==> src/rtl/serial_add_pkg.sv <==
// serial_add_pkg: state encoding and default width shared by the serial adder
package serial_add_pkg;
  typedef enum logic [1:0] {IDLE = 2'd0, SHIFT = 2'd1, DONE = 2'd2} state_t;
  localparam int DEF_WIDTH = 8;
endpackage

==> src/rtl/full_adder_cell.sv <==
// full_adder_cell: one-bit combinational full adder
module full_adder_cell (
  input  logic a,
  input  logic b,
  input  logic cin,
  output logic s,
  output logic cout
);
  assign s = a ^ b ^ cin;
  assign cout = (a & b) | (cin & (a ^ b));
endmodule

==> src/rtl/serial_adder_ctrl.sv <==
// serial_adder_ctrl: LSB-first bit-serial adder, one bit per clock, registered sum/cout with done pulse
module serial_adder_ctrl
  import serial_add_pkg::*;
#(
  parameter int WIDTH = DEF_WIDTH
) (
  input  logic             clk,
  input  logic             rst,
  input  logic             start,
  input  logic [WIDTH-1:0] a,
  input  logic [WIDTH-1:0] b,
  input  logic             cin,
  output logic             busy,
  output logic             done,
  output logic [WIDTH-1:0] sum,
  output logic             cout
);
  localparam int CW = $clog2(WIDTH);
  localparam logic [CW-1:0] LAST = CW'(WIDTH - 1);
  state_t state, state_d;
  logic [WIDTH-1:0] a_sr, b_sr, s_sr, a_sr_d, b_sr_d, s_sr_d, sum_d;
  logic [CW-1:0] cnt, cnt_d;
  logic carry, carry_d, cout_d, busy_d, done_d, fa_s, fa_c, accept;
  full_adder_cell u_fa (.a(a_sr[0]), .b(b_sr[0]), .cin(carry), .s(fa_s), .cout(fa_c));
  assign accept = start && (state == IDLE || state == DONE);
  always_comb begin
    state_d = state;
    a_sr_d = a_sr;
    b_sr_d = b_sr;
    s_sr_d = s_sr;
    carry_d = carry;
    cnt_d = cnt;
    sum_d = sum;
    cout_d = cout;
    busy_d = busy;
    done_d = 1'b0;
    if (accept) begin
      state_d = SHIFT;
      a_sr_d = a;
      b_sr_d = b;
      carry_d = cin;
      cnt_d = '0;
      busy_d = 1'b1;
    end else if (state == SHIFT) begin
      a_sr_d = a_sr >> 1;
      b_sr_d = b_sr >> 1;
      s_sr_d = {fa_s, s_sr[WIDTH-1:1]};
      carry_d = fa_c;
      cnt_d = (cnt == LAST) ? cnt : cnt + 1'b1;
      if (cnt == LAST) begin
        sum_d = s_sr_d;
        cout_d = fa_c;
        done_d = 1'b1;
        busy_d = 1'b0;
        state_d = DONE;
      end
    end else begin
      state_d = IDLE;
    end
  end
  always_ff @(posedge clk or posedge rst) begin
    if (rst) begin
      state <= IDLE;
      a_sr <= '0;
      b_sr <= '0;
      s_sr <= '0;
      carry <= 1'b0;
      cnt <= '0;
      sum <= '0;
      cout <= 1'b0;
      busy <= 1'b0;
      done <= 1'b0;
    end else begin
      state <= state_d;
      a_sr <= a_sr_d;
      b_sr <= b_sr_d;
      s_sr <= s_sr_d;
      carry <= carry_d;
      cnt <= cnt_d;
      sum <= sum_d;
      cout <= cout_d;
      busy <= busy_d;
      done <= done_d;
    end
  end
endmodule
==> config.mk <==
export PLATFORM = sky130hd
export DESIGN_NAME = serial_adder_ctrl
export DESIGN_NICKNAME = d
export VERILOG_FILES = /design/src/rtl/serial_add_pkg.sv /design/src/rtl/full_adder_cell.sv /design/src/rtl/serial_adder_ctrl.sv
export SDC_FILE = /design/constraint.sdc
export NUM_CORES = 1
export LEC_CHECK = 0
export BUFFER_PORTS_ARGS = -buffer_cell sky130_fd_sc_hd__buf_2
export CELL_PAD_IN_SITES_DETAIL_PLACEMENT = 1
export CELL_PAD_IN_SITES_GLOBAL_PLACEMENT = 1
export CORE_MARGIN = 2
export CORE_UTILIZATION = 42
export DETAILED_ROUTE_END_ITERATION = 8
export PLACE_DENSITY_LB_ADDON = 0.3
export SYNTH_ARGS = -nofsm -noshare
export SYNTH_HDL_FRONTEND = slang
export SYNTH_SLANG_ARGS = --single-unit
export TNS_END_PERCENT = 100
==> constraint.sdc <==
create_clock -name clk -period 2.1 [get_ports clk]
set_input_delay 0.21 -clock clk [delete_from_list [all_inputs] [get_ports clk]]
set_output_delay 0.21 -clock clk [all_outputs]
set_load 0.01 [all_outputs]
==> results.toml, run 1 <==
[layout]
nets = 208
mostFrequentLayoutCell = "dfrtp_1"
antenna_cells = 0
final_area_um2 = 1970
final-seq-area_um2 = 1000
drive_gt1_frac = 0.269
nFillCells = 450
multi_input_area_um2 = 588
area_growth_pct = 15.2
final_cell_mix = "40 x dfrtp_1, 30 x buf_2, 25 x nand2_1"

[die]
die_w_um = 67.8
core_area_um2 = 3970
initial_core_util = 0.430
ioPinCount = 31
num_rows = 23
die_h_um = 67.8
dieArea_um2 = 4600

[drt]
routedLengthMet1_um = 1520
dr.first_iter.drc_count = 30
top_layer_used = "met4"
vias = 1206
viasPerCell = 5.11
drc = 0
dr_wl_met2_um = 1810
drt_first_pass_iters = 3
routed_wl_um = 3540
ant_nets = 0
wl_per_cell_um = 15.0
met3_length_um = 136

[timing]
fin_ws_ns = 0.364
min_period_over_period = 0.827
hold_violations = 0
tns_ns = 0
fin_crit_ns = 1.74
finalClockSkew_ns = 0.00484
tightest_slew_ns = 0.733
drv_slew = 0
holdWs_ns = 0.0246
max_freq_mhz = 576
final-setup-viol-count = 0
max_slew_margin = 0.511
grt_setup_unrepaired = "false"

[setup_path]
max_stage_delay_ns = 0.57
critPathSlowestCell = "dfrtp_1"
crit_fanout = 13
cp-start-kind = "flip-flop"
crit_path_end_kind = "flip-flop"
rr_endpoint = "sum[5]$_DFFE_PP0P_"
crit_chain = "nor2b_2, nand2_8, inv_4, mux2_4"
cp-endpoint = "sum[5]$_DFFE_PP0P_"
required_ns = 2.27
r2r-start = "state[0]$_DFFE_PP0P_"
rrSetupSlack_ns = 0.36
reg2regPathDepth = 4
worstSetupPathType = "flip-flop to flip-flop"
arrival_ns = 1.91
cp-startpoint = "state[0]$_DFFE_PP0P_"

[placed_design]
dp_slack_ns = 0.361
gp_congestion = 0.739
port_buffers = 30
dpl-instance-area_um2 = 1880
hpwlAfterDp_um = 2570

[global_route]
grt_pass1_vias = 1298
antenna_found_initial = 0
grt_max_degree = 41
track_usage = 0.181
grt_overflow = 0
grt_pass1_wl_um = 6000

[run]
maxCapViolations = 0

[power_and_ir_drop]
p_total_uw = 2960
p_leak_uw = 0.00102
powerDensity_nw_per_um2 = 1500
ir_worst_vdd_mv = 0.547

[clocking]
cts_buffers = 5
cts_buffer_depth = 2
cts_resized = 0
cts_root_buf = "clkbuf_8"
clock_latency_ns = 0.29
ctsHtreeMaxLevel = 2
post_cts_buffers = 0
cts_tree = "yes"
clock_sink_count = 40
path_clk_slew_ns = 0.07
hold_buffers = 0

[yosys]
synth_area_leader_cell = "dfrtp_1"
yosysWarningCount = 0
synth_area_um2 = 1710
synth_nets = 177
syn_avg_cell_area_um2 = 11.1
synth_area_leaders = "dfrtp_1 59%, nand2_1 5.5%, mux2_4 5.3%, o22ai_1 5.1%, a21oi_1 4.7%"
synth_cells = 154
seq_area_frac_synth = 0.586
ys_seq_elements = 40
ys_types = 29
synth_top_area_share = 0.586

[hold_path]
min_path_type = "input port to async pin"

[status]
status = "finished clean"
final cells by class:
cell class / count / area share
inverters: 18 / 0.0356
repair buffers: 31 / 0.0801
flip-flops and latches: 40 / 0.508
multi-input cells: 89 / 0.299
well taps: 50 / 0.0318
clock buffers: 8 / 0.0457
metal layers:
layer  track usage  vias up
li1              -      576
met1         0.214      598
met2         0.313       24
met3        0.0433        8
met4        0.0750        0
met5             0        -
state kept, by name (all words and copies together), names as in the netlist, 2 cells and up:
register  cells
b_sr          8
a_sr          8
state         2
cnt           3
s_sr          7
sum           8
cell usage after synthesis:
cell,instances
buf_4,1
ha_1,2
mux2_2,3
nor2b_1,2
buf_2,4
or3b_1,1
a21oi_1,16
nand3_1,4
nand2_1,25
a211oi_1,1
a21o_1,1
nor2b_2,1
nor2_1,2
o21ai_1,1
nand2b_1,1
nor2_2,1
o21ai_0,1
inv_4,1
o211ai_1,1
inv_1,17
a22o_1,2
mux2_4,6
mux2i_1,1
or2b_1,1
fa_1,1
nand2_8,1
dfrtp_1,40
buf_6,2
o22ai_1,14
cells by family (layout without fill, tap and decap cells):
group                      Yosys count  in the layout  share of synthesized area
adders and majority gates            3              3                     0.0264
DFF                                 40             40                      0.586
and+or+nand+nor                     39             39                      0.112
AOI/OAI and AO/OA                   37             37                      0.127
buffers and inverters               25             57                     0.0703
muxes                               10             10                     0.0783
report_power, final:
group          total (uW)  switching [uW]  internal (uW)
logic                1090             596            490
clock network         515             248            268
registers            1360             241           1120
through the flow:
step | utilization | std cells
global placement | 0.473 | 228
CTS | 0.496 | 236
detailed placement | 0.473 | 228
global route | 0.496 | 236
floorplan | - | 154
finish | 0.496 | 236
how the worst min path moves through the flow:
| stage | startpoint | to | slack, ns | cells after the start |
|---|---|---|---|---|
| floorplan | a[7] | a_sr[7]$_DFFE_PP0P_ | 0.34 | 1 |
| global placement | rst | s_sr[1]$_DFFE_PP0P_ | 0.34 | 3 |
| detailed placement | rst | b_sr[2]$_DFFE_PP0P_ | 0.36 | 3 |
| CTS | rst | b_sr[2]$_DFFE_PP0P_ | 0.05 | 3 |
| global route | rst | s_sr[1]$_DFFE_PP0P_ | 0.08 | 3 |
| finish | rst | s_sr[1]$_DFFE_PP0P_ | 0.02 | 3 |
critical path, delay by kind of cell (launching register included):
| family | cells | cell delay, ns |
|---|---|---|
| DFF | 1 | 0.57 |
| and+or+nand+nor | 2 | 0.61 |
| buffers and inverters | 1 | 0.13 |
| muxes | 1 | 0.30 |
No activity file was read; power rests on OpenSTA's default activity.
==> run 2: changes to the inputs <==
ABC_AREA = 1   (was unset)
CORE_UTILIZATION = 41   (was 42)
clock period = 1.6 ns   (was 2.1 ns; I/O delays follow)
==> run 2 against run 1 <==
Effect of this change: the run now ends with hold timing left; critical endpoint is now cout$_DFFE_PP0P_; synthesized cell count is 44% higher; critical path type unchanged; first-iteration DRC count grew 77%; fmax increased by 23%.
==> results.toml, run 2 <==
[drt]
ant_nets = 0
viasPerCell = 4.72
drt_first_pass_iters = 4
dr.first_iter.drc_count = 53
routed_wl_um = 3740
drc = 0
wl_per_cell_um = 12.2
vias = 1449

[clocking]
cts_buffers = 5
hold_buffers = 0
path_clk_slew_ns = 0.08
cts_tree = "yes"
ctsHtreeMaxLevel = 2
clock_latency_ns = 0.29
cts_buffer_depth = 2
cts_root_buf = "clkbuf_8"
clock_sink_count = 40

[layout]
nets = 277
antenna_cells = 0
drive_gt1_frac = 0.220
nFillCells = 564
mostFrequentLayoutCell = "nand2_1"
final_cell_mix = "83 x nand2_1, 39 x dfrtp_1, 34 x inv_1"
largestRegisters = "a_sr: 8 flops, b_sr: 8 flops, sum: 8 flops"
final_area_um2 = 2120
area_growth_pct = 14.5

[timing]
holdWs_ns = -0.0177
final-setup-viol-count = 0
finalClockSkew_ns = 0.00427
tns_ns = 0
tightest_slew_ns = 0.509
drv_slew = 0
hold_violations = 36
max_slew_margin = 0.660
max_freq_mhz = 711
fin_crit_ns = 1.41
grt_setup_unrepaired = "false"
min_period_over_period = 0.879

[setup_path]
arrival_ns = 1.60
worstSetupPathType = "flip-flop to flip-flop"
crit_path_end_kind = "flip-flop"
cp-start-kind = "flip-flop"
required_ns = 1.80
crit_fanout = 13

[yosys]
ys_types = 18
ys_seq_elements = 40
synthFlopType = "dfrtp_1"
yosysMostFrequentCell = "nand2_1"
yosysWarningCount = 0
synth_cells = 222
synthTopCellsByCount = "83 x nand2_1, 40 x dfrtp_1, 34 x inv_1"
synth_nets = 245
synth_edf_count = 0
synth_area_leaders = "dfrtp_1 54%, nand2_1 17%, inv_1 6.9%, nand3_1 6.8%, o21ai_0 4.1%"
seq_area_frac_synth = 0.541
async_flop_share = 1.00
synth_area_leader_cell = "dfrtp_1"
synth_top_area_share = 0.541
synth_area_um2 = 1850
syn_avg_cell_area_um2 = 8.34

[global_route]
track_usage = 0.168
met2_usage = 0.290
grt_max_degree = 41
antenna_found_initial = 0
busiest_layer = "met2"
grt_pass1_vias = 1524
grt_util_met3 = 0.0442
grt_overflow = 0
grt_pass1_wl_um = 6730
met1_usage = 0.206

[die]
core_area_um2 = 4350
initial_core_util = 0.425
num_rows = 24
dieArea_um2 = 5070
die_h_um = 71.2
die_w_um = 71.2
ioPinCount = 31

[power_and_ir_drop]
power.share.clock = 0.177
ir_worst_vdd_mv = 0.605
power.switching_uw = 1560
p_leak_uw = 0.00123
p_int_uw = 2360
swShare = 0.399
powerDensity_nw_per_um2 = 1850
seq_power_share = 0.444
pwr-share-comb = 0.379

[hold_path]
min_path_type = "input port to async pin"

[placed_design]
hpwlAfterDp_um = 2650
gp_congestion = 0.700
dpl-instance-area_um2 = 2020
port_buffers = 30

[run]
maxCapViolations = 0

[status]
violations = "hold timing"
status = "finished with violations"
[run 2: layer usage]
layer | part of all wire | routed length [um]
met5 | 0 | 0
met4 | 0.0094 | 35
met3 | 0.034 | 128
met2 | 0.50 | 1870
met1 | 0.46 | 1710
[run 2: power by group through the flow]
stage	clock (uW)	sequential (uW)	combinational, uW
final	692	1740	1490
after global routing	753	1800	1770
after CTS	717	1740	1530
after detailed placement	0	1760	1530
after global placement	0	1740	1460
after floorplan	0	1720	1170
[run 2: cells by family (layout without fill, tap and decap cells)]
group,count (synthesis),in the layout,synth area share
AND/OR/NAND/NOR,118,118,0.278
adder cells (fa/ha/maj),3,3,0.0243
buffers and inverters,46,79,0.117
AO/OA/AOI/OAI,15,15,0.0405
flip-flops,40,40,0.541
[run 2: area by class of cell]
cell class,count,area (um^2),area share
well taps,52,65.1,0.0307
repair buffers,34,180,0.0850
clock buffers,6,82.6,0.0389
flip-flops and latches,40,1000,0.473
multi-input cells,136,639,0.301
clock inverters,2,10.0,0.00472
inverters,37,141,0.0667
[run 2: repair_timing]
item,in CTS,in global routing
resized for setup,0,2
buffers inserted,0,0
endpoints found under the setup margin,0,7
[run 2: worst max-delay path, stage by stage, from the launching register on]
cell	delay (ns)
dfrtp_1	0.41
ha_1	0.21
ha_1	0.21
nand3_2	0.15
buf_4	0.20
nand2_1	0.06
o21ai_0	0.08
[run 2: worst paths after layout]
| path | slack [ns] | cells after the start | end | start |
|---|---|---|---|---|
| worst max-delay path | 0.19 | 6 | cout$_DFFE_PP0P_ | cnt[0]$_DFFE_PP0P_ |
| worst min-delay path | -0.02 | 3 | done$_DFF_PP0_ | rst |
| worst max register to register | 0.19 | 6 | cout$_DFFE_PP0P_ | cnt[0]$_DFFE_PP0P_ |
| worst min register to register | 0.48 | 2 | a_sr[7]$_DFFE_PP0P_ | a_sr[7]$_DFFE_PP0P_ |
| max in group asynchronous | 1.24 | 3 | state[0]$_DFFE_PP0P_ | rst |
| min in group clk | 0.07 | 3 | a_sr[7]$_DFFE_PP0P_ | a[7] |
[run 2: metrics by stage]
stage          utilization  hold slack, ns  setup WS [ns]  instances  power (uW)
3_3_place_gp         0.464           0.307          0.207        299        3190
6_report             0.487         -0.0177          0.194        307        3920
3_5_place_dp         0.464           0.325         0.0890        299        3290
5_1_grt              0.487          0.0375         0.0703        307        4330
4_1_cts              0.486         0.00531         0.0664        307        3990
2_1_floorplan            -           0.277          0.320        222        2890
